===== src/rtl/rv_mc_control_unit.sv =====
// Multicycle RV64I control FSM: sequences fetch/decode/execute/memory/writeback strobes,
// with a mem_ready handshake and timeout, branch resolution, and illegal/fault traps.
module rv_mc_control_unit #(
    parameter int unsigned MEM_TIMEOUT  = 16,
    parameter bit          TRAP_ILLEGAL = 1'b1
) (
    input  logic        clk,
    input  logic        rst,
    input  logic [31:0] instr,
    input  logic        alu_zero,
    input  logic        alu_lt,
    input  logic        mem_ready,
    output logic        mem_req,
    output logic        mem_we,
    output logic        mem_addr_sel,
    output logic [1:0]  mem_size,
    output logic        mem_unsigned,
    output logic        pc_write,
    output logic [1:0]  pc_src,
    output logic        ir_load,
    output logic        rega_load,
    output logic        regb_load,
    output logic        aluout_load,
    output logic        mdr_load,
    output logic [2:0]  alu_op,
    output logic        alu_src_a,
    output logic [1:0]  alu_src_b,
    output logic [1:0]  wb_sel,
    output logic        reg_write,
    output logic        exc_illegal,
    output logic        exc_fault
);
    localparam int unsigned CW = $clog2(MEM_TIMEOUT + 1);

    localparam logic [2:0] ALU_ADD = 3'd1;
    localparam logic [2:0] ALU_SUB = 3'd2;
    localparam logic [2:0] ALU_AND = 3'd3;
    localparam logic [2:0] ALU_SLT = 3'd4;

    typedef enum logic [4:0] {
        RESET, FETCH_REQ, DECODE, EXEC_R, EXEC_I, WB_ALU, ADDR_LD, ADDR_ST,
        MEM_RD, MEM_WR, WB_LD, BRANCH, LUI, JAL, JALR, FAULT, ILLEGAL
    } state_t;

    state_t          state, state_next, dec_state;
    logic [CW-1:0]   wait_cnt;
    logic [6:0]      opcode, funct7;
    logic [2:0]      funct3;
    logic            in_access, mem_timeout, br_taken;

    assign opcode      = instr[6:0];
    assign funct3      = instr[14:12];
    assign funct7      = instr[31:25];
    assign in_access   = (state == FETCH_REQ) || (state == MEM_RD) || (state == MEM_WR);
    // The MEM_TIMEOUT-th consecutive idle cycle faults; a ready in any cycle completes.
    assign mem_timeout = !mem_ready && (wait_cnt == CW'(MEM_TIMEOUT - 1));

    // Reset parks in RESET for one cycle so every strobe reads 0 right after rst.
    always_ff @(posedge clk) begin
        if (rst) begin
            state    <= RESET;
            wait_cnt <= '0;
        end else begin
            state    <= state_next;
            wait_cnt <= (in_access && !mem_ready) ? wait_cnt + CW'(1) : '0;
        end
    end

    always_comb begin
        dec_state = TRAP_ILLEGAL ? ILLEGAL : FETCH_REQ;
        case (opcode)
            7'b0110011: if ((funct7 == 7'b0000000 && (funct3 == 3'b000 || funct3 == 3'b111 ||
                             funct3 == 3'b010)) || (funct7 == 7'b0100000 && funct3 == 3'b000))
                            dec_state = EXEC_R;
            7'b0010011: if (funct3 == 3'b000 || funct3 == 3'b010) dec_state = EXEC_I;
            7'b0000011: if (funct3 != 3'b111) dec_state = ADDR_LD;
            7'b0100011: if (!funct3[2]) dec_state = ADDR_ST;
            7'b1100011: if (funct3[1] == 1'b0) dec_state = BRANCH;
            7'b0110111: dec_state = LUI;
            7'b1101111: dec_state = JAL;
            7'b1100111: if (funct3 == 3'b000) dec_state = JALR;
            default: ;
        endcase
        if (instr == '0) dec_state = FETCH_REQ;
    end

    always_comb begin
        case (funct3)
            3'b000:  br_taken = alu_zero;
            3'b001:  br_taken = !alu_zero;
            3'b100:  br_taken = alu_lt;
            3'b101:  br_taken = !alu_lt;
            default: br_taken = 1'b0;
        endcase
    end

    always_comb begin
        state_next   = state;
        mem_req      = 1'b0;
        mem_we       = 1'b0;
        mem_addr_sel = 1'b0;
        mem_size     = 2'd0;
        mem_unsigned = 1'b0;
        pc_write     = 1'b0;
        pc_src       = 2'd0;
        ir_load      = 1'b0;
        rega_load    = 1'b0;
        regb_load    = 1'b0;
        aluout_load  = 1'b0;
        mdr_load     = 1'b0;
        alu_op       = 3'd0;
        alu_src_a    = 1'b0;
        alu_src_b    = 2'd0;
        wb_sel       = 2'd0;
        reg_write    = 1'b0;
        exc_illegal  = 1'b0;
        exc_fault    = 1'b0;
        case (state)
            RESET: state_next = FETCH_REQ;
            FETCH_REQ: begin
                mem_req   = 1'b1;
                mem_size  = 2'd2;
                alu_src_b = 2'd1;
                alu_op    = ALU_ADD;
                if (mem_ready) begin
                    ir_load    = 1'b1;
                    pc_write   = 1'b1;
                    state_next = DECODE;
                end else if (mem_timeout) begin
                    state_next = FAULT;
                end
            end
            DECODE: begin
                rega_load   = 1'b1;
                regb_load   = 1'b1;
                aluout_load = 1'b1;
                alu_src_b   = 2'd3;
                alu_op      = ALU_ADD;
                state_next  = dec_state;
            end
            EXEC_R, EXEC_I: begin
                alu_src_a   = 1'b1;
                aluout_load = 1'b1;
                if (state == EXEC_R) begin
                    alu_src_b = 2'd0;
                    if (funct3 == 3'b111)      alu_op = ALU_AND;
                    else if (funct3 == 3'b010) alu_op = ALU_SLT;
                    else                       alu_op = funct7[5] ? ALU_SUB : ALU_ADD;
                end else begin
                    alu_src_b = 2'd2;
                    alu_op    = (funct3 == 3'b010) ? ALU_SLT : ALU_ADD;
                end
                state_next = WB_ALU;
            end
            WB_ALU: begin
                reg_write  = 1'b1;
                state_next = FETCH_REQ;
            end
            ADDR_LD, ADDR_ST: begin
                alu_src_a   = 1'b1;
                alu_src_b   = 2'd2;
                alu_op      = ALU_ADD;
                aluout_load = 1'b1;
                state_next  = (state == ADDR_LD) ? MEM_RD : MEM_WR;
            end
            MEM_RD, MEM_WR: begin
                mem_req      = 1'b1;
                mem_we       = (state == MEM_WR);
                mem_addr_sel = 1'b1;
                mem_size     = funct3[1:0];
                mem_unsigned = funct3[2];
                if (mem_ready) begin
                    mdr_load   = (state == MEM_RD);
                    state_next = (state == MEM_RD) ? WB_LD : FETCH_REQ;
                end else if (mem_timeout) begin
                    state_next = FAULT;
                end
            end
            WB_LD: begin
                wb_sel     = 2'd1;
                reg_write  = 1'b1;
                state_next = FETCH_REQ;
            end
            BRANCH: begin
                alu_src_a  = 1'b1;
                alu_op     = ALU_SUB;
                pc_write   = br_taken;
                pc_src     = 2'd1;
                state_next = FETCH_REQ;
            end
            LUI: begin
                wb_sel     = 2'd2;
                reg_write  = 1'b1;
                state_next = FETCH_REQ;
            end
            JAL: begin
                wb_sel     = 2'd3;
                reg_write  = 1'b1;
                pc_write   = 1'b1;
                pc_src     = 2'd1;
                state_next = FETCH_REQ;
            end
            JALR: begin
                alu_src_a  = 1'b1;
                alu_src_b  = 2'd2;
                alu_op     = ALU_ADD;
                wb_sel     = 2'd3;
                reg_write  = 1'b1;
                pc_write   = 1'b1;
                pc_src     = 2'd2;
                state_next = FETCH_REQ;
            end
            FAULT:   exc_fault   = 1'b1;
            ILLEGAL: exc_illegal = 1'b1;
            default: state_next = RESET;
        endcase
    end
endmodule


===== config.mk =====
export PLATFORM = sky130hd
export DESIGN_NAME = rv_mc_control_unit
export DESIGN_NICKNAME = d
export VERILOG_FILES = /design/src/rtl/rv_mc_control_unit.sv
export SDC_FILE = /design/constraint.sdc
export NUM_CORES = 1
export LEC_CHECK = 0
export CORE_MARGIN = 2
export CORE_UTILIZATION = 44
export CTS_BUF_LIST = sky130_fd_sc_hd__clkbuf_8
export CTS_CLUSTER_DIAMETER = 80
export DETAILED_ROUTE_END_ITERATION = 16
export HOLD_SLACK_MARGIN = 0.12
export PLACE_DENSITY = 0.8
export SETUP_SLACK_MARGIN = 0.05
export SLEW_MARGIN = 20
export SYNTH_ARGS = -nofsm -noshare
export SYNTH_HDL_FRONTEND = slang
export SYNTH_SLANG_ARGS = --single-unit

===== constraint.sdc =====
create_clock -name clk -period 1.65 [get_ports clk]
set_input_delay 0.33 -clock clk [delete_from_list [all_inputs] [get_ports clk]]
set_output_delay 0.33 -clock clk [all_outputs]
set_load 0.01 [all_outputs]

==> results.toml, run 1 <==
[synth]
synthDistinctLibCells = 58
yosys-top-cells-area = "dfxtp_1 14%, a21oi_1 5.9%, nor2_1 5.7%"
synth_edf_count = 0
synth_area_mm2 = 0.00145
synth_top_area_share_pct = 13.8
synth_area_per_cell_um2 = 6.80
synth_largest_area_cell = "dfxtp_1"
synthCells = 213
syn-num-nets = 252
yosysSeqAreaShare_pct = 13.8
postSynth.asyncResetShare_pct = 0
synthTopCellsByCount = "22 x nor2_1, 18 x nand2_1, 17 x a21oi_1, 12 x nor4_1"
ys.flop_type = "dfxtp_1"
yosysMostFrequentCell = "nor2_1"
ys_warn_count = 0
ys_ff_latch = 10

[global_routing]
grt_max_degree = 14

[clock_network]
h-tree-depth = 1
clk_path_buf_depth = 2
cts_root_buffer = "clkbuf_8"
cts_hold_buf = 0
numCtsBuffers = 3
cts_sinks = 10

[place]
io_buffers = 61
gp_congestion = 0.921
place_hpwl_um = 3950

[status]
lastStage = "5_1_grt"
stop_error = "[ERROR DPL-0038] Utilization greater than 100%, impossible to legalize"
status = "did not finish"

[die]
die_w_um = 61.4
ios = 62
die_h_um = 61.4
start_util_pct = 46.7
fp-row-count = 20

[timing]
worst_endpoint = "alu_op[1]"
endpoint_type = "primary output"
per-stage QoR:
step           setup WS, ps  std cells  utilization (%)  hold slack [ps]  instance area (um^2)
3_5_place_dp           -845        358             78.9              445                  2450
2_1_floorplan          30.6        213                -              399                  1470
4_1_cts                -255        383             91.3              455                  2830
3_3_place_gp           -887        358             78.9              432                  2450
cells by family after synthesis:
group / count (synthesis) / synth area share [%]
flops: 10 / 13.8
fa+ha+maj: 2 / 1.73
buf+inv: 28 / 11.1
xor+xnor: 4 / 2.42
simple gates: 108 / 43.3
mux: 2 / 1.38
compound gates: 59 / 26.3
what timing repair did:
action,CTS
buffers inserted,21
cloned,0
endpoints found under the hold margin,0
pin swaps,30
gates resized for setup,187
setup endpoints to repair,30
==> run 2: changes to the inputs <==
- CORE_UTILIZATION: 44 -> 33
- CTS_BUF_LIST: sky130_fd_sc_hd__clkbuf_8 -> not set
- CTS_CLUSTER_DIAMETER: 80 -> not set
- HOLD_SLACK_MARGIN: 0.12 -> not set
- PLACE_DENSITY: 0.8 -> not set
- PLACE_DENSITY_LB_ADDON: not set -> 0.15
- SETUP_SLACK_MARGIN: 0.05 -> not set
==> run 2 against run 1 <==
Effect of this change:
- the flow now finishes, with violations (negative setup slack)
- synthesized area unchanged
- synthesized cell count stayed put
==> results.toml, run 2 <==
[power_and_ir_drop]
cellLeakagePower_nw = 1.27
ir_worst_vdd_v = 0.000382
p_total_mw = 1.19
p_per_area_mw_per_mm2 = 395

[global_routing]
grt_pass1_wl_um = 8980
track_usage_pct = 21.6
antenna_found_initial = 0
grt_overflow = 0
grt_max_degree = 18
grt_pass1_vias = 2063

[drt]
wl_um = 5710
drcViolationCount = 0
vias = 2130
drt_iter0_markers = 108
routedWlPerCell_um = 14.6
final_antenna_net_count = 0
drtPass1Iterations = 4
viasPerCell = 5.43

[die]
fp-row-count = 24
die-area_mm2 = 0.00494
start_util_pct = 33.7
die_w_um = 70.3
die_h_um = 70.3
fp.coreArea_mm2 = 0.00429
ios = 62

[worst_setup_path]
critPathCaptureType = "output pin"
worstSetupStartpointType = "flip-flop"
critical_path.startpoint = "state[0]"
slowest_delay_ps = 370
cp.required_ps = 1320
critical_path_arrival_ps = 1520
path_buf_inv = 3
crit_chain = "buf_6 -> nand3b_1 -> buf_6 -> nor3_2 -> nand2_1 -> a21oi_1 -> o21ai_1 -> buf_2"
crit_type = "reg -> out"
r2r-start = "state[0]"
crit_top_cell = "buf_6"
path_max_fanout = 4
cp_slowest_cell = "dfxtp_4"
critPathTopFamily = "buffers and inverters"

[synth]
yosysMostFrequentCell = "nor2_1"
synth_area_mm2 = 0.00145
ys.flop_type = "dfxtp_1"
synth_edf_count = 0
synth_area_per_cell_um2 = 6.80
postSynth.asyncResetShare_pct = 0
synthDistinctLibCells = 58
syn-num-nets = 252
synthCells = 213
yosysSeqAreaShare_pct = 13.8
synth_largest_area_cell = "dfxtp_1"
yosys-top-cells-area = "dfxtp_1 14%, a21oi_1 5.9%, nor2_1 5.7%"
ys_warn_count = 0
synthTopCellsByCount = "22 x nor2_1, 18 x nand2_1, 17 x a21oi_1, 12 x nor4_1"
ys_ff_latch = 10
synth_top_area_share_pct = 13.8

[clock_network]
cts_sinks = 10
numCtsBuffers = 3
cts_root_buffer = "clkbuf_8"
clk_pin_slew_ps = 40
clk_path_buf_depth = 2
h-tree-depth = 1
cts_tree = "built"
clk_latency_ps = 230
cts_hold_buf = 0

[timing]
rsz0062_at_grt = "yes"
fin_crit_ps = 1850
fmax_ghz = 0.542
min_period_over_period_pct = 112
setup_viol = 20
fin_skew_ps = 0.266
hold_viol_final = 0
slew_violations = 0
slew-limit-headroom_pct = 80.5
layout_setup_ws_ps = -196
worst_pin_slew_ps = 291

[status]
status = "finished, violations left"
violations = "negative setup slack"

[min_path]
hp-start = "wait_cnt[0]"
hp-class = "reg -> reg"

[layout]
reg_top3 = "state (5), wait_cnt (5)"
fin_util_pct = 70.1
nNetsFinal = 381
area_growth_pct = 108
drive_above_1_share_pct = 53.5
mostFrequentLayoutCell = "buf_4"
layout_common_cells = "60 x buf_4, 25 x buf_6, 23 x clkdlybuf4s50_1"
antenna_cells = 0

[place]
pre_cts_slack_ps = -910
gp_congestion = 0.844
place_hpwl_um = 3820
io_buffers = 61

[run]
maxCapViolations = 0
## run 2: cell counts after synthesis
Identical to the previous run, type by type.
## run 2: where the power goes
group	switching, mW	total (mW)	internal (mW)
sequential	0.0152	0.265	0.250
clock	0.0787	0.237	0.158
combinational	0.319	0.687	0.367
## run 2: logic make-up after synthesis
family	share of synthesized area [%]
simple gates	43.3
buf+inv	11.1
fa+ha+maj	1.73
compound gates	26.3
xor+xnor	2.42
flops	13.8
mux	1.38
## run 2: worst paths after layout
| path | cells past startpoint | slack, ps | endpoint |
|---|---|---|---|
| min | 1 | 460 | wait_cnt[0] |
| min reg2reg | 1 | 460 | wait_cnt[0] |
| max reg2reg | 10 | -30 | state[2] |
| max | 8 | -200 | alu_op[0] |
## run 2: cell type report
| type | count | area, um^2 |
|---|---|---|
| clock buffer | 3 | 41.3 |
| fill | 343 | 1280 |
| sequential | 10 | 216 |
| tap | 52 | 65.1 |
| timing repair buffer | 143 | 1230 |
| multi-input combinational | 175 | 1420 |
| inverter | 9 | 36.3 |
## run 2: metal layers
layer	wire length, um	up-vias	GRT usage [%]	share of wire [%]
met3	280	8	2.31	4.9
met2	3000	90	39.5	53
met1	2350	995	26.2	41
met5	0	-	0	0
li1	-	1037	-	-
met4	76	0	6.41	1.3
## run 2: per-stage QoR
step / hold slack, ps / std cells / instance area (um^2) / TNS, ps
after floorplan: 399 / 213 / 1460 / 0
after global placement: 432 / 368 / 2460 / -10910
after detailed placement: 445 / 368 / 2460 / -11070
after CTS: 452 / 385 / 2680 / -1530
after global routing: 469 / 392 / 3010 / -3330
final: 455 / 392 / 3010 / -1920
## run 2: worst register-to-register path, stage by stage, from the launching register on
cell       delay [ps]
dfxtp_4           350
buf_6             130
nand3b_1          120
o21ai_1           110
buf_4             140
buf_4             120
buf_4             120
buf_4             120
a2bb2oi_1         140
o21a_1            140
a21oi_1            60
## run 2: repair_timing
| item | 4_1_cts | 5_1_grt |
|---|---|---|
| gates resized for setup | 164 | 73 |
| setup buffers | 15 | 8 |
| endpoints found under the setup margin | 30 | 34 |
| pin swaps | 22 | 19 |
Note: power is estimated with default switching activity, not from simulation.
==> run 3: changes to the inputs <==
- ABC_CLOCK_PERIOD_IN_PS: not set -> 1650
- CTS_CLUSTER_DIAMETER: not set -> 120
- DONT_BUFFER_PORTS: not set -> 1
==> run 3 against run 2 <==
Effect of this change:
- the flow still finishes with violations (negative setup slack)
- non-clock buffer count down 101
- setup slack better by 61 ps
- clock skew up 4.4 ps
- power down 19%
- global-route usage down 3.6 points
- first-iteration DRC count down 5.6%
- utilization down 23 points
- critical path type unchanged
- critical endpoint is now alu_op[1]
==> results.toml, run 3 (synthesis results as in run 2) <==
[status]
violations = "negative setup slack"
status = "finished, violations left"

[drt]
vias = 1644
drt_iter0_markers = 102
drtPass1Iterations = 4
wl_um = 4340
viasPerCell = 5.63
routedWlPerCell_um = 14.9
final_antenna_net_count = 0
drcViolationCount = 0

[clock_network]
clk_path_buf_depth = 2
clk_latency_ps = 230
cts_tree = "built"
cts_sinks = 10
cts_hold_buf = 0
clk_pin_slew_ps = 50
cts_root_buffer = "clkbuf_8"
numCtsBuffers = 3
h-tree-depth = 1

[worst_setup_path]
cp.required_ps = 1320
r2r-start = "state[2]"
critPathCaptureType = "output pin"
crit_chain = "and2b_1 -> o21ai_2 -> a221oi_2 -> a21oi_1 -> nor3_2"
path_max_fanout = 6
slowest_delay_ps = 340
critical_path.startpoint = "state[2]"
crit_type = "reg -> out"
critical_path_arrival_ps = 1450
cp_slowest_cell = "dfxtp_2"
r2r_slack_ps = 90
ff2ff_path_depth = 6
worstSetupStartpointType = "flip-flop"
r2r_end = "state[2]"

[power_and_ir_drop]
p_per_area_mw_per_mm2 = 478
ir_worst_vdd_v = 0.000174
cellLeakagePower_nw = 0.729
p_total_mw = 0.960

[global_routing]
grt_overflow = 0
antenna_found_initial = 0
track_usage_pct = 17.9
grt_pass1_wl_um = 7420
grt_max_degree = 18
grt_pass1_vias = 1565

[timing]
fmax_ghz = 0.560
fin_crit_ps = 1780
setup_viol = 8
layout_setup_ws_ps = -134
fin_skew_ps = 4.64
worst_pin_slew_ps = 354
hold_viol_final = 0
rsz0062_at_grt = "yes"
min_period_over_period_pct = 108
slew-limit-headroom_pct = 76.2
slew_violations = 0
whs_ps = 153

[layout]
nNetsFinal = 280
fin_util_pct = 46.8
mostFrequentLayoutCell = "buf_4"
layout_common_cells = "30 x buf_4, 17 x nand2_1, 17 x nor2_1"
final_area_mm2 = 0.00201
antenna_cells = 0
drive_above_1_share_pct = 40.4
area_growth_pct = 38.6
reg_top3 = "state (5), wait_cnt (5)"

[die]
die_w_um = 70.3
start_util_pct = 33.7
ios = 62
fp-row-count = 24
fp.coreArea_mm2 = 0.00429
die_h_um = 70.3
die-area_mm2 = 0.00494

[place]
place_area_mm2 = 0.00168
io_buffers = 0
place_hpwl_um = 3370
gp_congestion = 0.815

[min_path]
hold_depth = 1
hp-class = "in -> reg"
min_to = "state[3]"
hp-start = "rst"

[run]
maxCapViolations = 0
## run 3: cell types whose count changed in the layout (fill, tap and decap cells not counted), moves of 3 or more
cell and delta:
nor2_1 +7, buf_2 -18, nand2_1 +3, clkdlybuf4s50_1 -23, dlygate4sd2_1 -6, dfxtp_4 -3, nor4_4 -3, nor2_2 -5
dfxtp_2 +3, buf_6 -16, dlymetal6s2s_1 -5, buf_4 -30
## run 3: layout make-up
cell class,count,area (um^2)
inverter,9,36.3
timing repair buffer,42,377
tap,52,65.1
multi-input combinational,175,1270
sequential,10,209
fill,426,2290
clock buffer,4,55.1
## run 3: what timing repair did
action	in CTS	in global routing
setup buffers	4	2
endpoints found under the setup margin	21	25
gates resized for setup	41	23
pin swaps	6	6
## run 3: how the worst max path moves through the flow
stage | endpoint | slack (ps)
4_1_cts | alu_op[1] | -180
3_5_place_dp | alu_op[1] | -2
2_1_floorplan | alu_op[0] | 20
5_1_grt | alu_op[1] | -230
3_3_place_gp | alu_op[1] | 20
6_report | alu_op[1] | -130
## run 3: worst max-delay path, delay by kind of cell (launching register included)
kind            cells  cell delay [ps]
compound gates      3              470
simple gates        2              420
flops               1              340
## run 3: where the power goes
group / internal, mW / switching [mW] / total (mW)
Clock: 0.209 / 0.0899 / 0.299
Sequential: 0.251 / 0.0133 / 0.264
Combinational: 0.192 / 0.205 / 0.397
Total: 0.652 / 0.308 / 0.960
## run 3: through the flow
stage / TNS (ps) / setup WS, ps / std cells
2_1_floorplan: 0 / 23.7 / 213
3_3_place_gp: 0 / 24.4 / 282
3_5_place_dp: -2.02 / -2.02 / 282
4_1_cts: -614 / -178 / 290
5_1_grt: -1460 / -234 / 292
6_report: -355 / -134 / 292
## run 3: routing by layer
| layer | share of wire [%] | vias up | track usage [%] | routed length (um) |
|---|---|---|---|---|
| li1 | - | 836 | - | - |
| met1 | 45 | 748 | 23.6 | 1940 |
| met2 | 48 | 54 | 30.1 | 2100 |
| met3 | 5.6 | 6 | 2.89 | 243 |
| met4 | 1.3 | 0 | 5.13 | 55 |
| met5 | 0 | - | 0 | 0 |
